### src/rtl/e203_subsys_rst_seq.sv
// Reset release sequencer: releases per-domain active-low resets in a fixed order
// with programmable spacing, and re-asserts every domain on watchdog/software requests.
module e203_subsys_rst_seq #(
  parameter int NUM_DOM   = 3,
  parameter int MIN_PULSE = 8,
  parameter int STAGE_DLY = 16,
  parameter int CNT_W     = 8
) (
  input  logic               clk,
  input  logic               rst,
  input  logic               test_mode,
  input  logic               wdg_rst_req,
  input  logic               sw_rst_req,
  output logic [NUM_DOM-1:0] dom_rst_n,
  output logic               rst_busy,
  output logic [1:0]         rst_cause,
  output logic               sw_rst_ack
);

  localparam int IDX_W = (NUM_DOM > 1) ? $clog2(NUM_DOM) : 1;

  localparam logic [1:0] ST_ASSERT  = 2'd0;
  localparam logic [1:0] ST_RELEASE = 2'd1;
  localparam logic [1:0] ST_RUN     = 2'd2;

  localparam logic [1:0] CAUSE_POR = 2'b00;
  localparam logic [1:0] CAUSE_SW  = 2'b01;
  localparam logic [1:0] CAUSE_WDG = 2'b10;

  localparam logic [CNT_W-1:0] PULSE_LAST = CNT_W'(MIN_PULSE - 1);
  localparam logic [CNT_W-1:0] STAGE_LAST = CNT_W'(STAGE_DLY - 1);
  localparam logic [IDX_W-1:0] DOM_LAST   = IDX_W'(NUM_DOM - 1);

  logic [1:0]         state;
  logic [CNT_W-1:0]   cnt;
  logic [IDX_W-1:0]   idx;
  logic [NUM_DOM-1:0] dom_q;
  logic               busy_q;
  logic [1:0]         cause_q;
  logic               ack_q;

  // A watchdog request at any time, or a software request in RUN, re-asserts all domains together.
  always_ff @(posedge clk) begin
    if (rst) begin
      state   <= ST_ASSERT;
      cnt     <= '0;
      idx     <= '0;
      dom_q   <= '0;
      busy_q  <= 1'b1;
      cause_q <= CAUSE_POR;
      ack_q   <= 1'b0;
    end else begin
      ack_q <= 1'b0;
      if (wdg_rst_req) begin
        state   <= ST_ASSERT;
        cnt     <= '0;
        idx     <= '0;
        dom_q   <= '0;
        busy_q  <= 1'b1;
        cause_q <= CAUSE_WDG;
      end else begin
        case (state)
          ST_ASSERT: begin
            if (cnt == PULSE_LAST) begin
              state <= ST_RELEASE;
              cnt   <= '0;
              idx   <= '0;
            end else begin
              cnt <= cnt + CNT_W'(1);
            end
          end
          ST_RELEASE: begin
            if (cnt == STAGE_LAST) begin
              dom_q[idx] <= 1'b1;
              cnt        <= '0;
              idx        <= idx + IDX_W'(1);
              if (idx == DOM_LAST) begin
                state  <= ST_RUN;
                busy_q <= 1'b0;
              end
            end else begin
              cnt <= cnt + CNT_W'(1);
            end
          end
          ST_RUN: begin
            cnt <= '0;
            if (sw_rst_req) begin
              state   <= ST_ASSERT;
              idx     <= '0;
              dom_q   <= '0;
              busy_q  <= 1'b1;
              cause_q <= CAUSE_SW;
              ack_q   <= 1'b1;
            end
          end
          default: begin
            state  <= ST_ASSERT;
            cnt    <= '0;
            idx    <= '0;
            dom_q  <= '0;
            busy_q <= 1'b1;
          end
        endcase
      end
    end
  end

  // DFT bypass drives the domain resets straight from the synchronized reset.
  assign dom_rst_n  = test_mode ? {NUM_DOM{~rst}} : dom_q;
  assign rst_busy   = busy_q;
  assign rst_cause  = cause_q;
  assign sw_rst_ack = ack_q;

endmodule

### config.mk
export PLATFORM = sky130hd
export DESIGN_NAME = e203_subsys_rst_seq
export DESIGN_NICKNAME = d
export VERILOG_FILES = /design/src/rtl/e203_subsys_rst_seq.sv
export SDC_FILE = /design/constraint.sdc
export NUM_CORES = 1
export LEC_CHECK = 0
export ABC_AREA = 1
export CAP_MARGIN = 20
export CORE_UTILIZATION = 50
export DETAILED_ROUTE_END_ITERATION = 7
export DONT_BUFFER_PORTS = 1
export GPL_TIMING_DRIVEN = 0
export SKIP_CTS_REPAIR_TIMING = 1
export SLEW_MARGIN = 25
export SYNTH_ARGS = -nofsm -noshare
export SYNTH_HDL_FRONTEND = slang
export SYNTH_SLANG_ARGS = --single-unit
### constraint.sdc
create_clock -name clk -period 2.04 [get_ports clk]
set_input_delay 0.612 -clock clk [delete_from_list [all_inputs] [get_ports clk]]
set_output_delay 0.612 -clock clk [all_outputs]
set_load 0.1 [all_outputs]
## After elaboration in Yosys (flattened, before gate mapping)

Cells that the tools add are included.

- Add/sub/neg operators: 2
- $lt $le $gt $ge: 2
- Equality and inequality tests: 9
- Muxes and demuxes: 25
- Bitwise logic cells: 4
- Reduce and logical (&&, ||, !) cells: 12

Operator list:

| operator | count |
|---|---|
| 2-to-1 mux 2 bit | 9 |
| 2-to-1 mux 8 bit | 2 |
| case mux 8 bit (2 select lines) | 1 |
| case mux 2 bit (3 select lines) | 2 |
| 2-to-1 mux 3 bit | 3 |
| case mux 3 bit (3 select lines) | 1 |
| adder 8 x 1 -> 8 bit, second input constant | 1 |
| == test 8 x 3 -> 1 bit, second input constant | 1 |
| == test 8 x 4 -> 1 bit, second input constant | 1 |
| != test 2 bit, second input constant | 4 |
| AND reduction 4 bit | 2 |
| AND reduction 3 bit | 2 |
| 2-to-1 mux 1 bit | 5 |
| == test 2 bit, second input constant | 2 |
| AND reduction 2 bit | 2 |
| nonzero test 2 bit | 2 |
| less-than comparator 2 x 3 -> 1 bit, second input constant | 1 |
| NOT 1 bit | 3 |
| OR 3 bit | 1 |
| case mux 1 bit (3 select lines) | 1 |
| OR reduction 3 bit | 1 |
| adder 2 x 1 -> 2 bit, second input constant | 1 |
| demux 1 bit (select 2 bit) | 1 |
| == test 2 x 1 -> 1 bit, second input constant | 1 |
| other kinds (4) | 4 |

- Flip-flop bits (word level): 19
- Bits of input ports: 5
- Logic and storage cells: 62

## Depth between registers and ports, before layout

Gate-level depths: netlist of run 1.

- Depth in word-level cells: 7
- Gate-level depth with buffers: 8
- Mapped depth without buffers: 8

## Least setup slack after synthesis of run 1

OpenSTA, ideal clock, no wires.

- Path type: in2out
- Start: input test_mode
- End: output dom_rst_n[0]
- Arrival: 2.725 ns
- Path slack: -1.297 ns
- Stages on the path: 1
- Path through: o21ai_0

- Cells in the longest elaborated chain, start to end: 1

Ends and longest elaborated chain:

| item | RTL line | RTL |
|---|---|---|
| from (decl) | 11 | `input logic test_mode,` |
| 2-to-1 mux 3 bit | 109 | `assign dom_rst_n = test_mode ? {NUM_DOM{~rst}} : dom_q;` |
| to (decl) | 14 | `output logic [NUM_DOM-1:0] dom_rst_n,` |

No other way between the ends.

## Worst setup path in the final report of run 1

- Start: register cause_q[0], in the netlist rst_cause[0]
- End: output rst_cause[0]

RTL lines:

| item | RTL line | RTL |
|---|---|---|
| from (decl) | 39 | `logic [1:0] cause_q;` |
| from (signal assigned) | 50 | `cause_q <= CAUSE_POR;` |
| from (signal assigned) | 60 | `cause_q <= CAUSE_WDG;` |
| from (signal assigned) | 92 | `cause_q <= CAUSE_SW;` |
| to (decl) | 16 | `output logic [1:0] rst_cause,` |

No word-level cell between the ends.

==> results of run 1 <==
power groups by stage:
stage	Clock (mW)	Combinational [mW]	Sequential, mW
global placement	0	0.0442	0.395
finish	0.187	0.0449	0.387
global route	0.215	0.0480	0.388
detailed placement	0	0.0451	0.395
CTS	0.200	0.0452	0.387
floorplan	0	0.0414	0.395
logic make-up after synthesis:
kind of cell	after synthesis
simple gates	65
buf+inv	21
flops	19
compound gates	14
fa+ha+maj	4
xor+xnor	1
cells in the mapped netlist:
| master | count | area share (%) |
|---|---|---|
| sky130_fd_sc_hd__dfxtp_1 | 19 | 41 |
| sky130_fd_sc_hd__nand2_1 | 21 | 8.5 |
| sky130_fd_sc_hd__nand2_2 | 3 | 2.0 |
| sky130_fd_sc_hd__nor3b_2 | 2 | 2.7 |
| sky130_fd_sc_hd__o21bai_2 | 1 | 1.2 |
| sky130_fd_sc_hd__a21oi_1 | 6 | 3.2 |
| sky130_fd_sc_hd__nand4_1 | 9 | 6.1 |
| sky130_fd_sc_hd__xor2_1 | 1 | 0.95 |
| sky130_fd_sc_hd__nor2_1 | 20 | 8.1 |
| sky130_fd_sc_hd__o21ai_0 | 5 | 2.7 |
| sky130_fd_sc_hd__o21ai_2 | 1 | 0.95 |
| sky130_fd_sc_hd__nand3_1 | 5 | 2.7 |
| sky130_fd_sc_hd__ha_1 | 4 | 5.4 |
| sky130_fd_sc_hd__nand3_2 | 2 | 2.2 |
| sky130_fd_sc_hd__buf_6 | 1 | 1.2 |
| sky130_fd_sc_hd__or2_2 | 1 | 0.68 |
| sky130_fd_sc_hd__clkinv_1 | 1 | 0.41 |
| sky130_fd_sc_hd__inv_1 | 19 | 7.7 |
| sky130_fd_sc_hd__a31oi_1 | 1 | 0.68 |
| sky130_fd_sc_hd__nor2_2 | 2 | 1.4 |
worst paths after layout:
path | from | end | slack [ps]
hold / removal | rst | rst_cause[1] | 370
hold reg to reg | cnt[0] | cnt[0] | 480
setup reg to reg | cnt[0] | cnt[6] | 500
setup / recovery | rst_cause[0] | rst_cause[0] | 170
metal layers:
layer / global-route usage [%] / vias up / part of all wire (%)
met1: 24.4 / 321 / 49
met5: 0 / - / 0
met3: 4.00 / 5 / 3.9
met2: 26.7 / 16 / 44
li1: - / 407 / -
met4: 12.7 / 0 / 3.1
state kept, by name, summed over array words and instances, names as in the netlist:
name        cells
rst_busy        1
dom_q           3
cnt             8
state           2
idx             2
rst_cause       2
sw_rst_ack      1
cell type report:
type | count | area share [%]
buffer | 1 | 1.11
sequential | 19 | 37.4
clock buffer | 4 | 2.59
tap | 25 | 3.08
inverter | 20 | 7.39
multi-input combinational | 84 | 48.4
metrics by stage:
step | worst slack (ps) | cell area [sq um] | cells
after floorplan | 267 | 958 | 124
after global placement | 263 | 990 | 149
after detailed placement | 261 | 990 | 149
after CTS | 148 | 1020 | 153
after global routing | 115 | 1020 | 153
final | 165 | 1020 | 153
==> flow_summary_export.csv, run 1 <==
group,metric,value,unit
critical_path,worstSetupPathType,"reg2out",
global_route,grt_max_degree,11,
placed_design,place.detailed.hpwl,1.23,mm
sta,achievable-frequency,533,MHz
pwr,report.power.total,0.619,mW
sta,setup_viol,0,
yosys,ys_warn_count,0,
pwr,power.share.combinational,7.3,%
detailed_routing,detail_route.vias_per_cell,4.90,
cells_and_area,num_antenna_cells,0,
pwr,intPower,0.458,mW
placed_design,buffer_ports.inserted,0,
detailed_routing,route.final.wire_length,1.62,mm
pwr,sw_frac_of_total,26.0,%
pwr,power.density,610,mW/mm^2
clock_network,max-clock-path-buffers,2,
global_route,grt_first_pass_wirelength,2.60,mm
placed_design,gp_routability_congestion,0.737,
clock_network,clock_tree.root_cell,"sky130_fd_sc_hd__clkbuf_4",
sta,totalNegativeSetupSlack,0,ps
cells_and_area,design.final.nets,138,
yosys,synth_adder_area_share,5.41,%
detailed_routing,drt_iter0_markers,10,
sta,rsz0062_at_grt,"false",
yosys,synth_top_family_by_area,"simple AND/OR/NAND/NOR gates",
yosys,proportion_of_synthesized_chip_area_in_sequential_cells,41.1,%
yosys,postSynthRegisterBits,19,
yosys,synth.net_count,133,
worst_hold_path,hold_class,"in2reg",
cells_and_area,area_growth,9.88,%
critical_path,crit_cells,0,
detailed_routing,drt_drc_violations_left,0,
global_route,grt_pass1_vias,626,
sta,timing.final.crit_period,1870,ps
sta,finalHoldViolCount,0,
yosys,synthesis.area,925,sq um
run,drv_cap,0,
sta,hold_slack,375,ps
cells_and_area,final_core_util,58.8,%
detailed_routing,post_drt_wl_per_cell,10.6,um
yosys,synth_mux_area_share,0,%
clock_network,clock_insertion_delay_worst_skew,290,ps
critical_path,critPathLaunchType,"flop",
floorplanning,die_x,45.0,um
sta,max_slew_margin,36.2,%
critical_path,r2r_cells,6,
cells_and_area,layout.cells.most_common_list,"sky130_fd_sc_hd__nand2_1, sky130_fd_sc_hd__nor2_1, sky130_fd_sc_hd__inv_1, sky130_fd_sc_hd__dfxtp_1, sky130_fd_sc_hd__nand4_1",
sta,period_share,91.9,%
yosys,synth_area_per_cell,7.46,sq um
global_route,grtUsageTotal,18.5,%
clock_network,clock_sink_count,19,
yosys,synthCells,124,
critical_path,critical_path_required,1430,ps
critical_path,critPathCaptureType,"output port",
pwr,p_seq_share,62.5,%
cells_and_area,mostFrequentLayoutCell,"sky130_fd_sc_hd__nand2_1",
clock_network,htree_levels,1,
floorplanning,floorplan.rows,15,
floorplanning,floorplan.die_area,0.00203,sq mm
floorplanning,core,0.00173,sq mm
detailed_routing,vias,749,
clock_network,cts_tree,"yes",
yosys,yosysUniqueCellTypes,20,
pwr,leakage_power_summed_over_all_cells,0.408,nW
sta,timing_worst_slew_pin_value,955,ps
cells_and_area,post_route_cells_drive_above_1_share,14.8,%
pwr,worst_ir_drop_vdd,250,uV
global_route,number_of_antenna_violations_at_the_first_check_in_global_routing,0,
critical_path,timing.critical_path.fanout_max,2,
sta,timing_max_transition_violations_final,0,
yosys,synth-compound-area-share,8.80,%
worst_hold_path,whs_path_depth,1,
outcome,run_status,"finished, final reports clean",
critical_path,critPathArrivalTime,1260,ps
pwr,clock_power_share,30.3,%
global_route,overflow,0,
floorplanning,die_height,45.0,um
yosys,synth_simple_gate_area_share,34.4,%
detailed_routing,drt-pass1-iter-count,4,
cells_and_area,ff_latch_area,380,sq um
sta,finClkSkew,4.02,ps
detailed_routing,drt.antenna.violating_nets,0,
clock_network,tritoncts.num_buffers,3,
cells_and_area,fillerInstances,175,
floorplanning,io_pins,12,
pwr,power.net_switching,0.161,mW
clock_network,clk_transition_reported_paths,100,ps
cells_and_area,multi_input_comb_area,492,sq um
floorplanning,starting_utilization_of_the_core_area,53.6,%
yosys,synth_xor_area_share,0.947,%
Power figures use the tool's default switching activity.
==> run 2: changes to the inputs <==
--- a/config.mk
+++ b/config.mk
@@ -11,6 +11,7 @@
 export DETAILED_ROUTE_END_ITERATION = 7
 export DONT_BUFFER_PORTS = 1
 export GPL_TIMING_DRIVEN = 0
+export PLACE_DENSITY = 0.72
 export SKIP_CTS_REPAIR_TIMING = 1
 export SLEW_MARGIN = 25
 export SYNTH_ARGS = -nofsm -noshare
==> run 2 against run 1 <==
  * Critical path type unchanged
  * Power up 0.69%
  * Final area grew 0.12%
  * Core utilization rose by 0.072 points
  * Highest routed layer unchanged
==> flow_summary_export.csv, run 2 (synthesis gave the netlist of run 1 again) <==
group,metric,value,unit
detailed_routing,vias,750,
global_route,grtUsageTotal,17.6,%
clock_network,cts_tree,"yes",
placed_design,gp_routability_congestion,0.790,
critical_path,critPathLaunchType,"flop",
pwr,leakage_power_summed_over_all_cells,0.410,nW
sta,setup_viol,0,
global_route,grt_max_degree,12,
clock_network,htree_levels,1,
pwr,power.share.combinational,7.1,%
global_route,grt_util_met3,3.60,%
pwr,clock_power_share,30.9,%
detailed_routing,drt_drc_violations_left,0,
cells_and_area,final_core_util,58.9,%
global_route,grt_first_pass_wirelength,2.58,mm
critical_path,worstReg2RegEnd,"cnt[6]",
sta,rsz0062_at_grt,"false",
pwr,power.net_switching,0.168,mW
critical_path,r2r_cells,6,
floorplanning,floorplan.die_area,0.00203,sq mm
critical_path,critical_path_required,1430,ps
floorplanning,starting_utilization_of_the_core_area,53.6,%
critical_path,critPathArrivalTime,1280,ps
worst_hold_path,timing.hold.worst_endpoint,"rst_cause[1]",
critical_path,r2r-start,"cnt[0]",
floorplanning,die_x,45.0,um
placed_design,buffer_ports.inserted,0,
cells_and_area,flip_flop_count_of_the_largest_register_after_layout,8,
placed_design,place.detailed.hpwl,1.16,mm
cells_and_area,design.final.nets,138,
cells_and_area,num_antenna_cells,0,
sta,timing.final.crit_period,1890,ps
floorplanning,io_pins,12,
clock_network,clock_tree.root_cell,"sky130_fd_sc_hd__clkbuf_4",
detailed_routing,post_drt_wl_per_cell,9.67,um
detailed_routing,drt.antenna.violating_nets,0,
global_route,groute.layer.met1.usage,23.1,%
critical_path,r2r_slack,540,ps
floorplanning,floorplan.rows,15,
outcome,run_status,"finished, final reports clean",
cells_and_area,layout.cells.most_common_list,"sky130_fd_sc_hd__nand2_1, sky130_fd_sc_hd__nor2_1, sky130_fd_sc_hd__inv_1, sky130_fd_sc_hd__dfxtp_1, sky130_fd_sc_hd__nand4_1",
detailed_routing,drt_iter0_markers,15,
clock_network,clock_sink_count,19,
global_route,overflow,0,
sta,max_slew_margin,35.7,%
cells_and_area,post_route_cells_drive_above_1_share,15.6,%
floorplanning,core,0.00173,sq mm
pwr,sw_frac_of_total,27.0,%
detailed_routing,route.final.wire_length,1.48,mm
critical_path,worstSetupPathType,"reg2out",
sta,timing_worst_slew_pin_value,962,ps
clock_network,clk_transition_reported_paths,110,ps
worst_hold_path,hold_class,"in2reg",
critical_path,timing.critical_path.fanout_max,2,
run,drv_cap,0,
detailed_routing,detail_route.vias_per_cell,4.90,
cells_and_area,reg_top3,"cnt (8), dom_q (3)",
clock_network,tritoncts.num_buffers,3,
global_route,number_of_antenna_violations_at_the_first_check_in_global_routing,0,
placed_design,place_ws,258,ps
cells_and_area,fillerInstances,175,
detailed_routing,drt-pass1-iter-count,4,
global_route,grtUsageMet2,26.4,%
cells_and_area,area_growth,10.0,%
global_route,globalRoute.busiestLayer,"met2",
sta,totalNegativeSetupSlack,0,ps
pwr,p_seq_share,62.0,%
sta,period_share,92.7,%
worst_hold_path,whs_path_depth,1,
sta,finalHoldViolCount,0,
worst_hold_path,min-delay-start,"rst",
pwr,worst_ir_drop_vdd,336,uV
clock_network,clock_insertion_delay_worst_skew,300,ps
floorplanning,die_height,45.0,um
cells_and_area,mostFrequentLayoutCell,"sky130_fd_sc_hd__nand2_1",
cells_and_area,max_flop_register,"cnt",
pwr,power.density,613,mW/mm^2
pwr,intPower,0.455,mW
sta,timing_max_transition_violations_final,0,
sta,final.setup.worst_slack,149,ps
sta,achievable-frequency,529,MHz
clock_network,max-clock-path-buffers,2,
sta,finClkSkew,3.07,ps
critical_path,critPathCaptureType,"output port",
global_route,grt_pass1_vias,672,
pwr,report.power.total,0.624,mW
==> run 2: layer usage <==
metal	routed length, um	share of wire [%]
met2	630	43
met5	0	0
met3	48	3.2
met4	40	2.7
met1	761	51
==> run 2: worst max-delay path by stage <==
stage | from | endpoint | slack (ps) | depth (start not counted)
floorplan | test_mode | dom_rst_n[0] | 270 | 1
global placement | test_mode | dom_rst_n[1] | 260 | 1
detailed placement | test_mode | dom_rst_n[1] | 260 | 1
CTS | rst_cause[1] | rst_cause[1] | 140 | 0
global route | rst_cause[1] | rst_cause[1] | 100 | 0
finish | rst_cause[1] | rst_cause[1] | 150 | 0
==> run 2: stage by stage <==
stage | cell area [sq um] | hold WS, ps | cells
after detailed placement | 990 | 454 | 149
after floorplan | 958 | 430 | 124
after global routing | 1020 | 343 | 153
after global placement | 990 | 446 | 149
after CTS | 1020 | 358 | 153
final | 1020 | 362 | 153
==> run 2: cell type report <==
class	instances	area, sq um	area share, %
plain buffers	1	11.3	1.11
clock buffers	3	22.5	2.21
clock inverters	1	5.00	0.492
inverters	20	75.1	7.38
multi-input cells	84	492	48.3
flip-flops and latches	19	380	37.4
well taps	25	31.3	3.08
==> run 2: power groups by stage <==
stage / Combinational [mW] / Clock [mW] / Sequential (mW)
6_report: 0.0443 / 0.192 / 0.387
2_1_floorplan: 0.0414 / 0 / 0.395
4_1_cts: 0.0448 / 0.200 / 0.387
3_5_place_dp: 0.0447 / 0 / 0.395
5_1_grt: 0.0473 / 0.214 / 0.388
3_3_place_gp: 0.0442 / 0 / 0.395
